[config.mk]
export PLATFORM = sky130hd
export DESIGN_NAME = fp32_add_issue
export DESIGN_NICKNAME = d
export VERILOG_FILES = /design/src/rtl/fpu_pkg.sv /design/src/rtl/fp32_classify.sv /design/src/rtl/fp32_add_issue.sv
export SDC_FILE = /design/constraint.sdc
export NUM_CORES = 1
export LEC_CHECK = 0
export CORE_AREA = 2 2 194 101
export CTS_BUF_LIST = sky130_fd_sc_hd__clkbuf_8
export CTS_CLUSTER_SIZE = 25
export DETAILED_ROUTE_END_ITERATION = 6
export DIE_AREA = 0 0 196 103
export GPL_ROUTABILITY_DRIVEN = 0
export PLACE_DENSITY_LB_ADDON = 0.12
export SLEW_MARGIN = 25
export SYNTH_ARGS = -nofsm -noshare
export SYNTH_HDL_FRONTEND = slang
export SYNTH_SLANG_ARGS = --single-unit
[constraint.sdc]
create_clock -name CLK -period 3.6 [get_ports CLK]
set_input_delay 0.72 -clock CLK [delete_from_list [all_inputs] [get_ports CLK]]
set_output_delay 0.72 -clock CLK [all_outputs]
set_load 0.01 [all_outputs]
[src/rtl/fpu_pkg.sv]
// Shared FP32 types and constants for the add issue/retire stage.
package fpu_pkg;

  typedef struct packed {
    logic        sign;
    logic [7:0]  exp;
    logic [22:0] mant;
  } fp32_t;

  typedef struct packed {
    logic nv;
    logic of;
    logic uf;
    logic bypass;
  } add_flags_t;

  localparam logic [31:0] FP32_QNAN    = 32'h7FC0_0000;
  localparam logic [7:0]  FP32_EXP_MAX = 8'hFF;
  localparam logic [7:0]  FP32_EXP_MIN = 8'h00;

  // Signed infinity of the requested polarity.
  function automatic fp32_t fp32_inf(input logic sign);
    fp32_t r;
    r.sign = sign;
    r.exp  = FP32_EXP_MAX;
    r.mant = 23'h00_0000;
    return r;
  endfunction

  // Signed zero of the requested polarity.
  function automatic fp32_t fp32_zero(input logic sign);
    fp32_t r;
    r.sign = sign;
    r.exp  = FP32_EXP_MIN;
    r.mant = 23'h00_0000;
    return r;
  endfunction

endpackage

[src/rtl/fp32_classify.sv]
// Classifies one FP32 operand and flushes denormals to a signed zero.
module fp32_classify
  import fpu_pkg::*;
(
  input  fp32_t op,
  output fp32_t flushed,
  output logic  is_zero,
  output logic  is_inf,
  output logic  is_nan,
  output logic  is_snan
);

  logic exp_min_s;
  logic exp_max_s;
  logic mant_zero_s;

  // Decode exponent/mantissa extremes and derive the operand class.
  always_comb begin
    exp_min_s   = (op.exp == FP32_EXP_MIN);
    exp_max_s   = (op.exp == FP32_EXP_MAX);
    mant_zero_s = (op.mant == 23'h00_0000);
    flushed     = op;
    if (exp_min_s && !mant_zero_s) begin
      flushed = fp32_zero(op.sign);
    end else begin
      flushed = op;
    end
    // Denormals count as zero once flushed.
    is_zero = exp_min_s;
    is_inf  = exp_max_s && mant_zero_s;
    is_nan  = exp_max_s && !mant_zero_s;
    is_snan = exp_max_s && !mant_zero_s && !op.mant[22];
  end

endmodule

[src/rtl/fp32_add_issue.sv]
// Issue/retire stage around a combinational FP32 adder: operand FIFO,
// special-case resolution and a valid/ready output register.
module fp32_add_issue
  import fpu_pkg::*;
#(
  parameter int DEPTH = 2,
  parameter int TAG_W = 4
) (
  input  logic             CLK,
  input  logic             nRST,
  input  logic             in_valid,
  output logic             in_ready,
  input  logic [31:0]      in_a,
  input  logic [31:0]      in_b,
  input  logic [TAG_W-1:0] in_tag,
  output logic [31:0]      add_a,
  output logic [31:0]      add_b,
  input  logic [31:0]      add_result,
  input  logic             add_overflow,
  input  logic             add_underflow,
  output logic             out_valid,
  input  logic             out_ready,
  output logic [31:0]      out_result,
  output logic [TAG_W-1:0] out_tag,
  output logic [3:0]       out_flags
);

  localparam int PTR_W = (DEPTH > 1) ? $clog2(DEPTH) : 1;
  localparam int CNT_W = $clog2(DEPTH + 1);
  localparam logic [CNT_W-1:0] CNT_FULL = CNT_W'(DEPTH);

  // FIFO storage and pointers
  logic [31:0]      mem_a_q   [DEPTH];
  logic [31:0]      mem_a_d   [DEPTH];
  logic [31:0]      mem_b_q   [DEPTH];
  logic [31:0]      mem_b_d   [DEPTH];
  logic [TAG_W-1:0] mem_tag_q [DEPTH];
  logic [TAG_W-1:0] mem_tag_d [DEPTH];
  logic [PTR_W-1:0] wr_ptr_q, wr_ptr_d;
  logic [PTR_W-1:0] rd_ptr_q, rd_ptr_d;
  logic [CNT_W-1:0] count_q, count_d;

  // Output register
  logic             out_valid_q, out_valid_d;
  logic [31:0]      out_result_q, out_result_d;
  logic [TAG_W-1:0] out_tag_q, out_tag_d;
  add_flags_t       out_flags_q, out_flags_d;

  // Handshake and resolution nets
  logic       full_s;
  logic       push_s;
  logic       issue_s;
  fp32_t      a_raw_s, b_raw_s;
  fp32_t      a_f_s, b_f_s;
  logic       a_zero_s, a_inf_s, a_nan_s, a_snan_s;
  logic       b_zero_s, b_inf_s, b_nan_s, b_snan_s;
  fp32_t      res_value_s;
  add_flags_t res_flags_s;

  assign full_s   = (count_q == CNT_FULL);
  assign in_ready = nRST && !full_s;
  assign push_s   = in_valid && in_ready;
  assign issue_s  = (count_q != {CNT_W{1'b0}}) && (!out_valid_q || out_ready);

  assign add_a   = mem_a_q[rd_ptr_q];
  assign add_b   = mem_b_q[rd_ptr_q];
  assign a_raw_s = fp32_t'(add_a);
  assign b_raw_s = fp32_t'(add_b);

  assign out_valid  = out_valid_q;
  assign out_result = out_result_q;
  assign out_tag    = out_tag_q;
  assign out_flags  = out_flags_q;

  fp32_classify u_class_a (
    .op      (a_raw_s),
    .flushed (a_f_s),
    .is_zero (a_zero_s),
    .is_inf  (a_inf_s),
    .is_nan  (a_nan_s),
    .is_snan (a_snan_s)
  );

  fp32_classify u_class_b (
    .op      (b_raw_s),
    .flushed (b_f_s),
    .is_zero (b_zero_s),
    .is_inf  (b_inf_s),
    .is_nan  (b_nan_s),
    .is_snan (b_snan_s)
  );

  // Resolve IEEE special cases ahead of the adder result, highest priority first.
  always_comb begin
    res_value_s = fp32_t'(add_result);
    res_flags_s = '0;
    if (a_nan_s || b_nan_s) begin
      res_value_s        = fp32_t'(FP32_QNAN);
      res_flags_s.nv     = a_snan_s || b_snan_s;
      res_flags_s.bypass = 1'b1;
    end else if (a_inf_s && b_inf_s && (a_f_s.sign != b_f_s.sign)) begin
      res_value_s        = fp32_t'(FP32_QNAN);
      res_flags_s.nv     = 1'b1;
      res_flags_s.bypass = 1'b1;
    end else if (a_inf_s) begin
      res_value_s        = a_f_s;
      res_flags_s.bypass = 1'b1;
    end else if (b_inf_s) begin
      res_value_s        = b_f_s;
      res_flags_s.bypass = 1'b1;
    end else if (a_zero_s && b_zero_s) begin
      res_value_s        = fp32_zero(a_f_s.sign && b_f_s.sign);
      res_flags_s.bypass = 1'b1;
    end else if (a_zero_s) begin
      res_value_s        = b_f_s;
      res_flags_s.bypass = 1'b1;
    end else if (b_zero_s) begin
      res_value_s        = a_f_s;
      res_flags_s.bypass = 1'b1;
    end else if ((a_f_s.sign != b_f_s.sign) &&
                 (a_f_s.exp == b_f_s.exp) && (a_f_s.mant == b_f_s.mant)) begin
      // Exact cancellation always yields +0 in round-to-nearest.
      res_value_s        = fp32_zero(1'b0);
      res_flags_s.bypass = 1'b1;
    end else if (add_overflow) begin
      res_value_s    = fp32_inf(add_result[31]);
      res_flags_s.of = 1'b1;
    end else if (add_underflow) begin
      res_value_s    = fp32_zero(add_result[31]);
      res_flags_s.uf = 1'b1;
    end else begin
      res_value_s = fp32_t'(add_result);
      res_flags_s = '0;
    end
  end

  // Next-state for FIFO push/pop, occupancy and the output register.
  always_comb begin
    mem_a_d      = mem_a_q;
    mem_b_d      = mem_b_q;
    mem_tag_d    = mem_tag_q;
    wr_ptr_d     = wr_ptr_q;
    rd_ptr_d     = rd_ptr_q;
    count_d      = count_q;
    out_valid_d  = out_valid_q;
    out_result_d = out_result_q;
    out_tag_d    = out_tag_q;
    out_flags_d  = out_flags_q;

    if (push_s) begin
      mem_a_d[wr_ptr_q]   = in_a;
      mem_b_d[wr_ptr_q]   = in_b;
      mem_tag_d[wr_ptr_q] = in_tag;
      wr_ptr_d            = wr_ptr_q + PTR_W'(1);
    end else begin
      wr_ptr_d = wr_ptr_q;
    end

    if (issue_s) begin
      rd_ptr_d     = rd_ptr_q + PTR_W'(1);
      out_valid_d  = 1'b1;
      out_result_d = res_value_s;
      out_tag_d    = mem_tag_q[rd_ptr_q];
      out_flags_d  = res_flags_s;
    end else if (out_valid_q && out_ready) begin
      out_valid_d = 1'b0;
    end else begin
      out_valid_d = out_valid_q;
    end

    case ({push_s, issue_s})
      2'b10:   count_d = count_q + CNT_W'(1);
      2'b01:   count_d = count_q - CNT_W'(1);
      default: count_d = count_q;
    endcase
  end

  // State register with synchronous active-low reset discarding all requests.
  always_ff @(posedge CLK) begin
    if (!nRST) begin
      for (int i = 0; i < DEPTH; i++) begin
        mem_a_q[i]   <= 32'h0000_0000;
        mem_b_q[i]   <= 32'h0000_0000;
        mem_tag_q[i] <= {TAG_W{1'b0}};
      end
      wr_ptr_q     <= {PTR_W{1'b0}};
      rd_ptr_q     <= {PTR_W{1'b0}};
      count_q      <= {CNT_W{1'b0}};
      out_valid_q  <= 1'b0;
      out_result_q <= 32'h0000_0000;
      out_tag_q    <= {TAG_W{1'b0}};
      out_flags_q  <= '0;
    end else begin
      mem_a_q      <= mem_a_d;
      mem_b_q      <= mem_b_d;
      mem_tag_q    <= mem_tag_d;
      wr_ptr_q     <= wr_ptr_d;
      rd_ptr_q     <= rd_ptr_d;
      count_q      <= count_d;
      out_valid_q  <= out_valid_d;
      out_result_q <= out_result_d;
      out_tag_q    <= out_tag_d;
      out_flags_q  <= out_flags_d;
    end
  end

endmodule

==> flow_summary_export.csv <==
group,metric,value,unit
worst_setup_path,crit_fanout,23,
timing,fin_setup_tns,0,ns
clocking,cts-root-buf,"sky130_fd_sc_hd__clkbuf_8",
yosys,yosys.cell_count.top_type,"sky130_fd_sc_hd__nand2_1",
cells_and_area,layoutNonFillerInstCount,1672,
worst_setup_path,r2r_start,"rd_ptr_q$_SDFFE_PN0P_",
detailed_routing,wl_per_cell,21.4,um
worst_setup_path,end_kind,"flip-flop",
timing,final_cycle_utilization_of_the_critical_path,0.935,
clocking,tritoncts.num_buffers,17,
timing,period_minus_slack,3.37,ns
cells_and_area,sequential_cell_area,3630,um^2
power_and_ir_drop,switchingPower,0.00289,W
yosys,netlist_area,9590,um^2
power_and_ir_drop,p_int,0.00427,W
worst_setup_path,reg2reg_slack,0.23,ns
yosys,async_flop_share,0,
power_and_ir_drop,seq_power_share,0.342,
global_route,overflow,0,
placed_design,placed_instances,1640,
die,fp-row-count,36,
detailed_routing,route.final.wire_length,35700,um
die,die-area,20200,um^2
yosys,synth_cell_type_count,75,
worst_setup_path,critPathLaunchType,"flip-flop",
yosys,synth.cells.most_frequent,"320 x sky130_fd_sc_hd__nand2_1, 181 x sky130_fd_sc_hd__dfxtp_1, 139 x sky130_fd_sc_hd__a21boi_0",
timing,setup_repair_after_global_routing_missed_its_margin,"false",
detailed_routing,post_drt_via_cell_ratio,6.07,
detailed_routing,dr.first_iter.drc_count,1112,
clocking,cts_hold_buf,0,
cells_and_area,layout-area-overhead-vs-synth,31.1,%
die,placeableCoreArea,18700,um^2
power_and_ir_drop,total_power,0.00716,W
timing,finalHoldViolations,0,
yosys,ys_ff_latch,181,
global_route,via_count_of_the_first_global_routing_pass,9511,
yosys,post_synth_top_area_cell,"sky130_fd_sc_hd__dfxtp_1",
yosys,netlist.area_leader.share,0.378,
worst_setup_path,cp.required,3.97,ns
global_route,grt_start_max_net_pins,87,
yosys,synth-seq-area-share,0.378,
timing,setup_viol_count_final,0,
cells_and_area,multiInputGateArea,5510,um^2
power_and_ir_drop,power.share.combinational,0.456,
worst_setup_path,critical_path.startpoint,"rd_ptr_q$_SDFFE_PN0P_",
placed_design,port_buffers,211,
timing,layout_skew,0.0192,ns
power_and_ir_drop,worst_ir_drop_vdd,354,uV
die,number_of_top_level_pins,212,
timing,worst_pin_slew,0.736,ns
outcome,outcome,"finished, final reports clean",
yosys,number_of_enable_flip_flop_cells_after_synthesis,0,
yosys,synthesis.area_per_instance,7.93,um^2
timing,slew_violations,0,
timing,timing.slew.headroom,0.504,
timing,timing.fmax,297,MHz
global_route,groute.usage.overall,0.351,
clocking,tritoncts_num_sinks,181,
cells_and_area,nNetsFinal,1521,
detailed_routing,drt_pass1_iterations,6,
power_and_ir_drop,p_leak,4.73,nW
yosys,yosys_warnings,0,
worst_setup_path,timing.setup.critical_path_class,"reg2reg",
global_route,global_route_wire_length_before_repair,54300,um
yosys,synthFlopType,"sky130_fd_sc_hd__dfxtp_1",
power_and_ir_drop,proportion_of_total_power_due_to_net_switching,0.404,
placed_design,hpwl,26300,um
power_and_ir_drop,power_density,570,nW/um^2
clocking,htree_levels,4,
worst_setup_path,reg2reg_depth,11,
detailed_routing,final_antenna_net_count,0,
global_route,number_of_antenna_violations_at_the_first_check_in_global_routing,1,
clocking,cts_max_path_buffers,2,
job,cap_violations,0,
worst_hold_path,hold_class,"reg2reg",
cells_and_area,final.fill_count,1607,
cells_and_area,drive_gt1_frac,0.0989,
clocking,later_pin_clock_latency_in_the_skew_report,0.48,ns
worst_setup_path,endpoint_of_the_worst_slack_reg_to_reg_timing_path,"out_result[14]$_SDFFE_PN0P_",
yosys,synth_cells,1209,
clocking,clk_pin_slew_worst_paths,0.10,ns
detailed_routing,dr_total_vias,10200,
worst_setup_path,worstSetupEndpoint,"out_result[14]$_SDFFE_PN0P_",
clocking,tritoncts,"built",
yosys,synth.net_count,1317,
die,die_h,103,um
die,initial_utilization,0.512,
detailed_routing,total_drc_errors_in_the_routed_layout,0,
worst_setup_path,arrival,3.74,ns
power_and_ir_drop,clkPwrFrac,0.203,
die,die_width,196,um
yosys,cells_taking_the_most_area_after_synthesis,"sky130_fd_sc_hd__dfxtp_1 38%, sky130_fd_sc_hd__nand2_1 13%, sky130_fd_sc_hd__a21boi_0 11%, sky130_fd_sc_hd__mux2i_1 3.8%, sky130_fd_sc_hd__mux2_2 3.8%",
cells_and_area,antenna_cells_inserted,0,
==> through the flow <==
step	util	instance area (um^2)	setup WS [ns]	hold slack (ns)
after global placement	0.648	12100	0.322	0.442
after CTS	0.669	12500	0.180	0.462
after floorplan	-	9590	0.466	0.440
after global routing	0.671	12600	0.0354	0.486
after detailed placement	0.648	12100	0.185	0.449
final	0.671	12600	0.234	0.460
==> what timing repair did <==
item,in CTS,in global routing
setup endpoints to repair,0,21
buffers inserted,0,1
gates resized for setup,0,2
==> worst min path at each step <==
stage,to,cells after the start,slack [ns],start
finish,out_result[13]$_SDFFE_PN0P_,2,0.46,out_result[13]$_SDFFE_PN0P_
global route,out_flags[1]$_SDFFE_PN0P_,2,0.49,out_flags[1]$_SDFFE_PN0P_
CTS,out_result[13]$_SDFFE_PN0P_,2,0.46,out_result[13]$_SDFFE_PN0P_
detailed placement,out_flags[1]$_SDFFE_PN0P_,2,0.45,out_flags[1]$_SDFFE_PN0P_
global placement,out_result[13]$_SDFFE_PN0P_,2,0.44,out_result[13]$_SDFFE_PN0P_
floorplan,mem_a_q[12]$_SDFFE_PN0P_,2,0.44,mem_a_q[12]$_SDFFE_PN0P_
==> cell families (layout without fill, tap and decap cells) <==
group / count (synthesis) / after routing / synth area share
AO/OA/AOI/OAI: 335 / 335 / 0.252
XOR/XNOR: 21 / 21 / 0.0192
multiplexers: 68 / 68 / 0.0752
flip-flops: 181 / 181 / 0.378
AND/OR/NAND/NOR: 485 / 485 / 0.221
adder cells (fa/ha/maj): 2 / 2 / 0.00261
buffers and inverters: 117 / 333 / 0.0523
==> flip-flops by register name, indices dropped and copies added (netlist names) <==
name / count
out_tag: 4
out_result: 32
mem_tag_q: 8
mem_a_q: 64
out_flags: 4
wr_ptr_q: 1
rd_ptr_q: 1
mem_b_q: 64
out_valid: 1
count_q: 2
==> per-layer routing <==
metal,track usage,routed length (um),up-vias
met2,0.512,14600,647
met3,0.111,4550,63
met5,0,44,-
met4,0.0804,611,4
li1,-,-,4640
met1,0.504,15900,4797
==> worst max-delay path, stage by stage, from the launching register on <==
cell and delay (ns):
sky130_fd_sc_hd__dfxtp_4 0.60, sky130_fd_sc_hd__buf_4 0.37, sky130_fd_sc_hd__mux2i_1 0.16, sky130_fd_sc_hd__nor4_1 0.33, sky130_fd_sc_hd__nand4_1 0.29, sky130_fd_sc_hd__or3_1 0.50
sky130_fd_sc_hd__o21ai_1 0.18, sky130_fd_sc_hd__or3_1 0.19, sky130_fd_sc_hd__buf_12 0.17, sky130_fd_sc_hd__a21oi_1 0.07, sky130_fd_sc_hd__a22o_1 0.21, sky130_fd_sc_hd__a31o_1 0.18
==> cell usage in the layout, fill, tap and decap left out, drive strengths merged, types with 4 or more instances in the layout <==
| cell | netlist | routed |
|---|---|---|
| a21oi | 48 | 48 |
| buf | 15 | 53 |
| mux2i | 36 | 36 |
| nand4 | 8 | 8 |
| nor2 | 54 | 54 |
| a21o | 4 | 4 |
| a211oi | 6 | 6 |
| a31oi | 11 | 11 |
| o211ai | 4 | 4 |
| or4 | 4 | 4 |
| mux2 | 32 | 32 |
| nand2 | 320 | 320 |
| o31ai | 4 | 4 |
| a31o | 6 | 6 |
| and2 | 5 | 5 |
| xnor2 | 12 | 12 |
| nand3b | 4 | 4 |
| a21boi | 141 | 141 |
| nand3 | 15 | 15 |
| dfxtp | 181 | 181 |
| inv | 39 | 44 |
| clkdlybuf4s50 | 0 | 210 |
| o2111ai | 4 | 4 |
| xor2 | 9 | 9 |
| o211a | 7 | 7 |
| nand2b | 4 | 4 |
| o21ai | 39 | 39 |
| a22o | 7 | 7 |
| a22oi | 26 | 26 |
| nor3 | 27 | 27 |
| or3 | 5 | 5 |
| clkbuf | 63 | 17 |
| nor4 | 24 | 24 |
==> power groups by stage <==
stage / Clock (W) / Combinational [W] / Sequential (W)
after detailed placement: 0 / 0.00310 / 0.00250
after floorplan: 0 / 0.00186 / 0.00243
after global routing: 0.00154 / 0.00345 / 0.00247
after CTS: 0.00146 / 0.00311 / 0.00246
after global placement: 0 / 0.00306 / 0.00249
final: 0.00145 / 0.00326 / 0.00244
==> final cells by class <==
| cell class | count | area share |
|---|---|---|
| Clock buffer | 17 | 0.0186 |
| Clock inverter | 14 | 0.0128 |
| Inverter | 39 | 0.0116 |
| Multi-Input combinational cell | 911 | 0.438 |
| Sequential cell | 181 | 0.289 |
| Tap cell | 247 | 0.0246 |
| Timing Repair Buffer | 263 | 0.205 |
Note: power is estimated with default switching activity, not from simulation.
